## src/rtl/cmos_capture_data_pkg.sv

```systemverilog
// Shared types and constants for the OV5640 DVP capture block: FSM states, counter widths, RGB565 bars.
package cmos_capture_data_pkg;

   typedef enum logic [1:0] {
      IDLE = 2'd0,
      SKIP = 2'd1,
      RUN  = 2'd2
   } cap_state_t;

   localparam int WAIT_FRAME_DEF = 10;
   localparam int PIX_W_DEF      = 13;
   localparam int SKIP_CNT_W     = 8;

   localparam logic [15:0] RGB_WHITE   = 16'hFFFF;
   localparam logic [15:0] RGB_YELLOW  = 16'hFFE0;
   localparam logic [15:0] RGB_CYAN    = 16'h07FF;
   localparam logic [15:0] RGB_GREEN   = 16'h07E0;
   localparam logic [15:0] RGB_MAGENTA = 16'hF81F;
   localparam logic [15:0] RGB_RED     = 16'hF800;
   localparam logic [15:0] RGB_BLUE    = 16'h001F;
   localparam logic [15:0] RGB_BLACK   = 16'h0000;

   function automatic logic [15:0] bar_colour(input logic [2:0] idx);
      logic [15:0] c;
      case (idx)
         3'd0:    c = RGB_WHITE;
         3'd1:    c = RGB_YELLOW;
         3'd2:    c = RGB_CYAN;
         3'd3:    c = RGB_GREEN;
         3'd4:    c = RGB_MAGENTA;
         3'd5:    c = RGB_RED;
         3'd6:    c = RGB_BLUE;
         default: c = RGB_BLACK;
      endcase
      return c;
   endfunction

endpackage

```

## src/rtl/cmos_capture_data_if.sv

```systemverilog
// DVP sensor pins in, gated RGB565 pixel stream out; slave = capture block, master = sensor/consumer side.
interface cmos_capture_data_if;
   logic        cam_vsync;
   logic        cam_href;
   logic [7:0]  cam_data;
   logic        cmos_frame_vsync;
   logic        cmos_frame_href;
   logic        cmos_frame_valid;
   logic [15:0] cmos_frame_data;

   modport master (
      output cam_vsync, cam_href, cam_data,
      input  cmos_frame_vsync, cmos_frame_href, cmos_frame_valid, cmos_frame_data
   );

   modport slave (
      input  cam_vsync, cam_href, cam_data,
      output cmos_frame_vsync, cmos_frame_href, cmos_frame_valid, cmos_frame_data
   );
endinterface

```

## src/rtl/cmos_capture_data_sync2.sv

```systemverilog
// Two-flop synchroniser for a level crossing into the pixel clock domain.
module cmos_capture_data_sync2 (
   input  logic clk_i,
   input  logic rst_n_i,
   input  logic d_i,
   output logic q_o
);
   logic meta_q;
   logic sync_q;

   always_ff @(posedge clk_i or negedge rst_n_i) begin
      if (!rst_n_i) begin
         meta_q <= 1'b0;
         sync_q <= 1'b0;
      end else begin
         meta_q <= d_i;
         sync_q <= meta_q;
      end
   end

   assign q_o = sync_q;
endmodule

```

## src/rtl/cmos_capture_data.sv

```systemverilog
// OV5640 DVP byte stream to RGB565 pixel words, with start-up frame skip and line framing checks.
// Define CMOS_TEST_PATTERN_EN to replace the sensor pixels with 8 vertical colour bars.
module cmos_capture_data
   import cmos_capture_data_pkg::*;
#(
   parameter int WAIT_FRAME = WAIT_FRAME_DEF,
   parameter int PIX_W      = PIX_W_DEF
) (
   input  logic               cam_pclk,
   input  logic               rst_n,
   input  logic               capture_start,
   input  logic [PIX_W-1:0]   h_pixel,
   cmos_capture_data_if.slave cam,
   output logic               line_len_err,
   output logic               odd_byte_err
);
   // A frame's own vsync rise also ends the previous frame, so RUN starts on rise WAIT_FRAME+1.
   localparam logic [SKIP_CNT_W-1:0] SKIP_DONE = SKIP_CNT_W'(WAIT_FRAME);

   logic start_s;

   cmos_capture_data_sync2 u_start_sync (
      .clk_i   (cam_pclk),
      .rst_n_i (rst_n),
      .d_i     (capture_start),
      .q_o     (start_s)
   );

   logic        vsync_d0_q, vsync_d1_q;
   logic        href_d0_q, href_d1_q;
   logic [7:0]  data_d0_q;

   cap_state_t              state_q, state_d;
   logic [SKIP_CNT_W-1:0]   skip_cnt_q, skip_cnt_d;
   logic                    err_clr;

   logic                    byte_flag_q, byte_flag_d;
   logic [7:0]              hi_byte_q, hi_byte_d;
   logic                    pix_done_q;
   logic [15:0]             pix_word_q, pix_word_d;
   logic [PIX_W-1:0]        pix_cnt_q, pix_cnt_d;
   logic [PIX_W-1:0]        line_cnt_q, line_cnt_d;
   logic                    line_err_q, line_err_d;
   logic                    odd_err_q, odd_err_d;
   logic                    out_vsync_q, out_vsync_d;
   logic                    out_href_q, out_href_d;
   logic                    out_valid_q, out_valid_d;
   logic [15:0]             out_data_q, out_data_d;

   logic vsync_rise, href_fall, pix_cmp, run_en, check_en;

   assign vsync_rise = vsync_d0_q & ~vsync_d1_q;
   assign href_fall  = ~href_d0_q & href_d1_q;
   assign pix_cmp    = href_d0_q & byte_flag_q;
   assign run_en     = (state_d == RUN);
   assign check_en   = (state_q == RUN) && start_s;

   always_comb begin
      state_d    = state_q;
      skip_cnt_d = skip_cnt_q;
      err_clr    = 1'b0;
      if (!start_s) begin
         state_d = IDLE;
      end else begin
         case (state_q)
            IDLE: begin
               state_d    = SKIP;
               skip_cnt_d = '0;
               err_clr    = 1'b1;
            end
            SKIP: begin
               if (vsync_rise) begin
                  if (skip_cnt_q == SKIP_DONE) state_d = RUN;
                  else                         skip_cnt_d = skip_cnt_q + 1'b1;
               end
            end
            RUN:     state_d = RUN;
            default: state_d = IDLE;
         endcase
      end
   end

`ifdef CMOS_TEST_PATTERN_EN
   logic [PIX_W+2:0] bar_w;
   logic [7:1]       bar_hit;
   logic [2:0]       bar_idx;

   assign bar_w = (PIX_W+3)'(h_pixel >> 3);
   for (genvar gi = 1; gi < 8; gi++) begin : g_bar
      assign bar_hit[gi] = (PIX_W+3)'(pix_cnt_q) >= bar_w * (PIX_W+3)'(gi);
   end

   always_comb begin
      bar_idx = '0;
      for (int i = 1; i < 8; i++) bar_idx = bar_idx + 3'(bar_hit[i]);
   end

   assign pix_word_d = bar_colour(bar_idx);
`else
   assign pix_word_d = {hi_byte_q, data_d0_q};
`endif

   always_comb begin
      byte_flag_d = href_d0_q ? ~byte_flag_q : 1'b0;
      hi_byte_d   = (href_d0_q && !byte_flag_q) ? data_d0_q : hi_byte_q;

      pix_cnt_d = pix_cnt_q;
      if (href_fall)    pix_cnt_d = '0;
      else if (pix_cmp) pix_cnt_d = pix_cnt_q + 1'b1;

      line_cnt_d = line_cnt_q;
      if (vsync_rise)     line_cnt_d = '0;
      else if (href_fall) line_cnt_d = line_cnt_q + 1'b1;

      // An unpaired byte at line end is simply never completed, so it produces no strobe.
      line_err_d = line_err_q;
      odd_err_d  = odd_err_q;
      if (err_clr) begin
         line_err_d = 1'b0;
         odd_err_d  = 1'b0;
      end else if (href_fall && check_en) begin
         if (pix_cnt_q != h_pixel) line_err_d = 1'b1;
         if (byte_flag_q)          odd_err_d  = 1'b1;
      end

      out_vsync_d = vsync_d1_q & run_en;
      out_href_d  = href_d1_q & run_en;
      out_valid_d = pix_done_q & run_en;
      out_data_d  = '0;
      if (run_en) out_data_d = pix_done_q ? pix_word_q : out_data_q;
   end

   always_ff @(posedge cam_pclk or negedge rst_n) begin
      if (!rst_n) begin
         vsync_d0_q  <= 1'b0;
         vsync_d1_q  <= 1'b0;
         href_d0_q   <= 1'b0;
         href_d1_q   <= 1'b0;
         data_d0_q   <= '0;
         state_q     <= IDLE;
         skip_cnt_q  <= '0;
         byte_flag_q <= 1'b0;
         hi_byte_q   <= '0;
         pix_done_q  <= 1'b0;
         pix_word_q  <= '0;
         pix_cnt_q   <= '0;
         line_cnt_q  <= '0;
         line_err_q  <= 1'b0;
         odd_err_q   <= 1'b0;
         out_vsync_q <= 1'b0;
         out_href_q  <= 1'b0;
         out_valid_q <= 1'b0;
         out_data_q  <= '0;
      end else begin
         vsync_d0_q  <= cam.cam_vsync;
         vsync_d1_q  <= vsync_d0_q;
         href_d0_q   <= cam.cam_href;
         href_d1_q   <= href_d0_q;
         data_d0_q   <= cam.cam_data;
         state_q     <= state_d;
         skip_cnt_q  <= skip_cnt_d;
         byte_flag_q <= byte_flag_d;
         hi_byte_q   <= hi_byte_d;
         pix_done_q  <= pix_cmp;
         if (pix_cmp) pix_word_q <= pix_word_d;
         pix_cnt_q   <= pix_cnt_d;
         line_cnt_q  <= line_cnt_d;
         line_err_q  <= line_err_d;
         odd_err_q   <= odd_err_d;
         out_vsync_q <= out_vsync_d;
         out_href_q  <= out_href_d;
         out_valid_q <= out_valid_d;
         out_data_q  <= out_data_d;
      end
   end

   assign cam.cmos_frame_vsync = out_vsync_q;
   assign cam.cmos_frame_href  = out_href_q;
   assign cam.cmos_frame_valid = out_valid_q;
   assign cam.cmos_frame_data  = out_data_q;
   assign line_len_err         = line_err_q;
   assign odd_byte_err         = odd_err_q;
endmodule
```

## src/flat_wrapper.sv

```systemverilog
// flat-port wrapper written by rule: the top's interface ports become plain ports
module cmos_capture_data_flat import cmos_capture_data_pkg::*;
#(
   parameter int WAIT_FRAME = WAIT_FRAME_DEF,
   parameter int PIX_W      = PIX_W_DEF
)
  (cam_pclk, rst_n, capture_start, h_pixel, line_len_err, odd_byte_err, cam_cam_vsync, cam_cam_href, cam_cam_data, cam_cmos_frame_vsync, cam_cmos_frame_href, cam_cmos_frame_valid, cam_cmos_frame_data);
  cmos_capture_data_if cam_i ();
  input  logic cam_pclk;
  input  logic rst_n;
  input  logic capture_start;
  input  logic [PIX_W-1:0] h_pixel;
  output logic line_len_err;
  output logic odd_byte_err;
  input wire logic [$bits(cam_i.cam_vsync)-1:0] cam_cam_vsync;
  input wire logic [$bits(cam_i.cam_href)-1:0] cam_cam_href;
  input wire logic [$bits(cam_i.cam_data)-1:0] cam_cam_data;
  output wire logic [$bits(cam_i.cmos_frame_vsync)-1:0] cam_cmos_frame_vsync;
  output wire logic [$bits(cam_i.cmos_frame_href)-1:0] cam_cmos_frame_href;
  output wire logic [$bits(cam_i.cmos_frame_valid)-1:0] cam_cmos_frame_valid;
  output wire logic [$bits(cam_i.cmos_frame_data)-1:0] cam_cmos_frame_data;
  assign cam_i.cam_vsync = cam_cam_vsync;
  assign cam_i.cam_href = cam_cam_href;
  assign cam_i.cam_data = cam_cam_data;
  assign cam_cmos_frame_vsync = cam_i.cmos_frame_vsync;
  assign cam_cmos_frame_href = cam_i.cmos_frame_href;
  assign cam_cmos_frame_valid = cam_i.cmos_frame_valid;
  assign cam_cmos_frame_data = cam_i.cmos_frame_data;
  cmos_capture_data #(.WAIT_FRAME(WAIT_FRAME), .PIX_W(PIX_W)) u_core (.cam_pclk(cam_pclk), .rst_n(rst_n), .capture_start(capture_start), .h_pixel(h_pixel), .cam(cam_i), .line_len_err(line_len_err), .odd_byte_err(odd_byte_err));
endmodule
```

## config.mk

```make
export PLATFORM = sky130hd
export DESIGN_NAME = cmos_capture_data_flat
export DESIGN_NICKNAME = d
export VERILOG_FILES = /design/src/rtl/cmos_capture_data_pkg.sv /design/src/rtl/cmos_capture_data_if.sv /design/src/rtl/cmos_capture_data_sync2.sv /design/src/rtl/cmos_capture_data.sv /design/src/flat_wrapper.sv
export SDC_FILE = /design/constraint.sdc
export NUM_CORES = 1
export LEC_CHECK = 0
export BUFFER_PORTS_ARGS = -buffer_cell sky130_fd_sc_hd__buf_2
export CORE_MARGIN = 8
export CORE_UTILIZATION = 47
export DETAILED_ROUTE_END_ITERATION = 8
export GPL_TIMING_DRIVEN = 0
export HOLD_SLACK_MARGIN = 0.1
export PLACE_DENSITY_LB_ADDON = 0.3
export SYNTH_ARGS = -nofsm -noshare
export SYNTH_HDL_FRONTEND = slang
export SYNTH_SLANG_ARGS = --single-unit
```

## constraint.sdc

```tcl
create_clock -name cam_pclk -period 1.8 [get_ports cam_pclk]
set_input_delay 0.18 -clock cam_pclk [delete_from_list [all_inputs] [get_ports cam_pclk]]
set_output_delay 0.18 -clock cam_pclk [all_outputs]
set_load 0.03 [all_outputs]
```

# Word-level counts from Yosys, hierarchy flattened

Cells that the tools add are included.

Register bits after elaboration: 84

Add/sub/neg operators: 2
Equal/unequal tests: 8
Muxes and demuxes: 20
Bitwise logic cells: 9
Reductions and logical operators: 13

Operators by type and width:

| cell                                                                    | count |
|---|---|
| 16-bit two-way mux                                                      | 2 |
| 13-bit two-way mux                                                      | 2 |
| 8-bit two-way mux                                                       | 2 |
| 8-bit one-hot mux with 2 select lines                                   | 1 |
| 13-bit by 1-bit adder with 13-bit output, second input constant         | 1 |
| 13-bit inequality test                                                  | 1 |
| 2-bit nonzero test                                                      | 5 |
| 1-bit two-way mux                                                       | 9 |
| 8-bit by 1-bit adder with 8-bit output, second input constant           | 1 |
| 8-bit by 4-bit == test with 1-bit output, second input constant         | 1 |
| 1-bit AND                                                               | 6 |
| 2-bit two-way mux                                                       | 3 |
| 2-bit one-hot mux with 3 select lines                                   | 1 |
| 2-bit == test, second input constant                                    | 2 |
| 2-bit by 1-bit inequality test with 1-bit output, second input constant | 2 |
| 2-bit AND reduction                                                     | 2 |
| 4-bit AND reduction                                                     | 1 |
| 1-bit logical AND                                                       | 3 |
| 1-bit NOT                                                               | 3 |
| 2-bit by 1-bit == test with 1-bit output, second input constant         | 1 |
| 2-bit logical NOT                                                       | 1 |
| 2-bit inequality test, second input constant                            | 1 |
| 1-bit logical NOT                                                       | 1 |

# Longest topological paths before layout

Word-level depth: 7
Mapped depth: 7
Mapped depth without buffers: 6

# By module

Synthesis repeated with hierarchy kept, for this count alone.

Cells, all modules: 312
Area total of the unflattened synthesis: 3,500.9 µm²

Modules (own cells, without submodules):

| module                  | times used | cells an instance | area each (µm²) |
|---|---|---|---|
| cmos_capture_data       | 1          | 310               | 3,450.8 |
| cmos_capture_data_sync2 | 1          | 2                 | 50.0 |

# Worst setup path after synthesis

OpenSTA, ideal clock, no wires.

Path kind: register to register
Start: register u_core.skip_cnt_q[0]
End: register u_core.out_data_q[10] (netlist: u_core.cam.cmos_frame_data[10])
Arrival: 1,616 ps
Slack: 112 ps
Stages on the path, launching flop included: 8
Buffers on the path: 1
Path through: dfrtp_1 -> inv_1 -> ha_1 -> nand4bb_1 -> o41ai_4 -> nand2_4 -> buf_6 -> nor2_1

Cells in the longest elaborated chain, start to end: 7
Elaborated cells on any way between the ends: 8
Classes of those cells: 3 x eq/ne; 5 x mux

RTL lines:

| element                                                                                          | RTL line                 | RTL |
|---|---|---|
| from (decl)                                                                                      | cmos_capture_data.sv:34  | `logic [SKIP_CNT_W-1:0] skip_cnt_q, skip_cnt_d;` |
| from (signal assigned)                                                                           | cmos_capture_data.sv:161 | `skip_cnt_q <= skip_cnt_d;` |
| 8-bit by 4-bit == test with 1-bit output (*)                                                     | cmos_capture_data.sv:73  | `if (skip_cnt_q == SKIP_DONE) state_d = RUN;` |
| 2-bit two-way mux (*)                                                                            | cmos_capture_data.sv:73  |  |
| 2-bit two-way mux (*)                                                                            | cmos_capture_data.sv:72  | `if (vsync_rise) begin` |
| 2-bit one-hot mux with 3 select lines (*)                                                        | cmos_capture_data.sv:65  | `case (state_q)` |
| 2-bit two-way mux (*)                                                                            | cmos_capture_data.sv:62  | `if (!start_s) begin` |
| 2-bit == test (*)                                                                                | cmos_capture_data.sv:55  | `assign run_en = (state_d == RUN);` |
| 2-bit by 1-bit inequality test with 1-bit output (no line) or 16-bit two-way mux (tied branches) | -                        |  |
| to (signal assigned)                                                                             | cmos_capture_data.sv:173 | `out_data_q <= out_data_d;` |
| to (decl)                                                                                        | cmos_capture_data.sv:48  | `logic [15:0] out_data_q, out_data_d;` |

Every way passes the cells marked *; elsewhere a longest branch is shown, timed or not.
A chain may end at the register's enable or synchronous reset.

# Worst setup path in the final report

Start: register u_core.skip_cnt_q[7]
End: register u_core.out_data_q[10] (netlist: u_core.cam.cmos_frame_data[10])

The elaborated chain is that of the path after synthesis.

==> impl_metrics.py <==
metrics = {
    "run_status": {
        "status": "finished clean",
    },
    "route": {
        "vias_per_cell": 4.916,
        "antenna_left": 0,
        "highest_layer": "met4",
        "routed_wl_mm": 6.753,
        "wl_met3_um": 351,
        "first_pass_iters": 5,
        "post-route-drc-count": 0,
        "vias": 2350,
        "wl_per_cell_um": 14.13,
        "dr.first_iter.drc_count": 85,
        "dr_wl_met2_mm": 3.156,
        "drt-met1-wl_mm": 3.165,
    },
    "timing": {
        "finalHoldViolCount": 0,
        "max_slew_margin": 0.4713,
        "worstMarginPinSlew_ns": 0.7931,
        "rsz0062_at_grt": "false",
        "period_needed_ns": 1.681,
        "setup_viol": 0,
        "fmax_mhz": 595.0,
        "fin_skew_ns": 0.009508,
        "hold_ws_ns": 0.2795,
        "tns_ns": 0,
        "fin_crit_sh": 0.9338,
        "report.final.slew_viol_count": 0,
    },
    "clocking": {
        "clkSlewWorstSetupHoldPaths_ns": 0.08,
        "cts.sinks": 84,
        "cts_tree": "built",
        "cts-root-buf": "clkbuf_8",
        "insertion_delay_ns": 0.35,
        "htree_num_levels": 3,
        "cts_buffer_depth": 2,
        "cts_buffers": 9,
    },
    "setup_path": {
        "arrival_ns": 1.95,
        "crit_fanout": 10,
        "cp-start-kind": "register",
        "path_class": "register to register",
        "critPathTopFamily": "simple AND/OR/NAND/NOR gates",
        "path_cells": "or3_4, o41ai_4, nand2_4, buf_6, nor2_1",
        "r2r-start": "u_core.skip_cnt_q[7]",
        "crit_slowest_cell": "or3_4",
        "crit_path_end_kind": "register",
        "required_ns": 2.07,
        "critPathBufInv": 1,
        "critPathMaxStageDelay_ns": 0.43,
        "reg2reg_slack_ns": 0.12,
        "crit_start": "u_core.skip_cnt_q[7]",
    },
    "synth": {
        "synthCells": 301,
        "ys_seq_elements": 84,
        "synth-seq-area-share": 0.6114,
        "avgSynthCellArea_um2": 11.42,
        "synthDistinctLibCells": 34,
        "ys_warn_count": 0,
        "synth_area_leader_cell": "dfrtp_1",
        "synth_nets": 330,
        "synth_area_leaders": "dfrtp_1 (61%), nand2_1 (6.6%), mux2i_1 (5.8%), xnor2_1 (3.8%), nor2_1 (3.4%)",
        "synth_area_um2": 3438,
        "synth_top_area_share": 0.6114,
    },
    "global_route": {
        "antenna_found_initial": 0,
        "grt-ovfl-total": 0,
        "first_global_vias": 2457,
        "grt_pass1_wl_mm": 11.87,
        "track_usage": 0.1474,
        "grt_max_degree": 62,
    },
    "cells_and_area": {
        "layout.nets": 403,
        "fin_cells": 478,
        "utilization": 0.5850,
        "drive_gt1_frac": 0.2190,
        "fillers": 630,
        "final_common_cell": "dfrtp_1",
        "area_growth_pct": 22.09,
        "n_antenna_cell": 0,
        "layout_common_cells": "dfrtp_1 (84), nand2_1 (60), buf_2 (47)",
    },
    "power": {
        "peakVddDrop_uv": 567.1,
        "p_leak_nw": 2.034,
        "powerDensity_nw_per_um2": 916.1,
        "totalPowerFinal_mw": 3.846,
    },
    "floorplanning": {
        "die_area_um2": 10310,
        "fp.dieW_um": 101.5,
        "io_pins": 47,
        "start_util": 0.4792,
        "coreArea_um2": 7176,
        "die_h_um": 101.5,
        "placementRows": 31,
    },
    "placement": {
        "gp_congestion": 0.8183,
        "dp.cells": 447,
        "place_hpwl_mm": 4.695,
        "io_buffers": 46,
    },
    "flow_run": {
        "drv_cap": 0,
    },
    "min_path": {
        "hp-class": "input pin to asynchronous set/reset pin",
    },
}
[worst reg2reg max path: cells and delay by family (launching register included)]
kind                   cells  cell delay (ns)
and+or+nand+nor            3             0.63
AOI/OAI and AO/OA          1             0.42
DFF                        1             0.40
buffers and inverters      1             0.16
[repair_timing]
action	in CTS	in global routing
hold buffers	12	0
gates resized for setup	1	0
setup endpoints to repair	12	28
setup buffers	3	1
gates cloned	0	0
hold endpoints to repair	71	0
pin swaps	2	2
[metal layers]
metal,vias to the layer above,GRT usage
li1,1155,-
met1,1145,0.1883
met2,41,0.2344
met3,9,0.04055
met4,0,0.05155
met5,-,0
[per-stage QoR]
| stage | cell area [um^2] | worst slack (ns) |
|---|---|---|
| after detailed placement | 3822 | -0.1260 |
| final | 4198 | 0.1192 |
| after global routing | 4198 | 0.01453 |
| after CTS | 4194 | 0.04598 |
| after floorplan | 3438 | 0.1120 |
| after global placement | 3792 | -0.1006 |
[synth_stat cells]
| cell | instances |
|---|---|
| a211oi_1 | 1 |
| nor2b_1 | 4 |
| nor2_1 | 31 |
| nor3_1 | 5 |
| a21oi_1 | 1 |
| nand2_4 | 1 |
| nand3_1 | 4 |
| nand4bb_1 | 1 |
| buf_2 | 2 |
| nor4bb_1 | 1 |
| mux2i_1 | 20 |
| nand3b_1 | 2 |
| and3_1 | 4 |
| o31ai_1 | 2 |
| xnor2_1 | 15 |
| clkbuf_1 | 5 |
| a22o_1 | 2 |
| nand2_1 | 60 |
| ha_1 | 3 |
| mux2_2 | 8 |
| dfrtp_1 | 84 |
| o41ai_4 | 1 |
| nand4_1 | 12 |
| a31oi_1 | 1 |
| inv_1 | 4 |
| xor2_1 | 8 |
| o21a_1 | 1 |
| buf_6 | 1 |
| o21ai_0 | 5 |
| buf_1 | 2 |
| or3_4 | 1 |
| o211ai_1 | 3 |
| nand2b_1 | 4 |
| and3_2 | 2 |
[final cells by class]
cell class	instances	area [um^2]	area share
sequential	84	2102	0.5007
multi-input combinational	203	1290	0.3073
timing repair buffer	63	410.4	0.09776
clock buffer	13	168.9	0.04024
tap	99	123.9	0.02951
clock inverter	3	43.79	0.01043
buffer	9	43.79	0.01043
inverter	4	15.01	0.003577
[cell families after synthesis]
family	Yosys count	synth area share
muxes	28	0.08443
AOI/OAI and AO/OA	17	0.03894
xor gates and xnor gates	23	0.05859
DFF	84	0.6114
and+or+nand+nor	132	0.1776
adders and majority gates	3	0.01092
buffers and inverters	14	0.01820
[worst paths after layout]
path,end,cells past startpoint
max in group asynchronous,u_core.pix_cnt_q[0],3
max reg2reg,u_core.cam.cmos_frame_data[10],5
min reg2reg,u_core.u_start_sync.q_o,0
max,u_core.cam.cmos_frame_data[10],5
min,u_core.skip_cnt_q[5],2
min in group cam_pclk,u_core.line_len_err,4
[state kept, by name, summed over array words and instances (netlist names), 2 cells and up]
name	flops
u_core.cam.cmos_frame_data	16
u_core.data_d0_q	8
u_core.hi_byte_q	8
u_core.pix_cnt_q	13
u_core.pix_word_q	16
u_core.skip_cnt_q	8
u_core.state_q	2
[where the power goes]
group	internal, mW	switching [mW]	leakage, nW
clock network	0.756	0.626	0.110
registers	2.02	0.0880	1.09
logic	0.169	0.186	0.834
total	2.94	0.901	2.03
(Power assumes the default switching activity.)
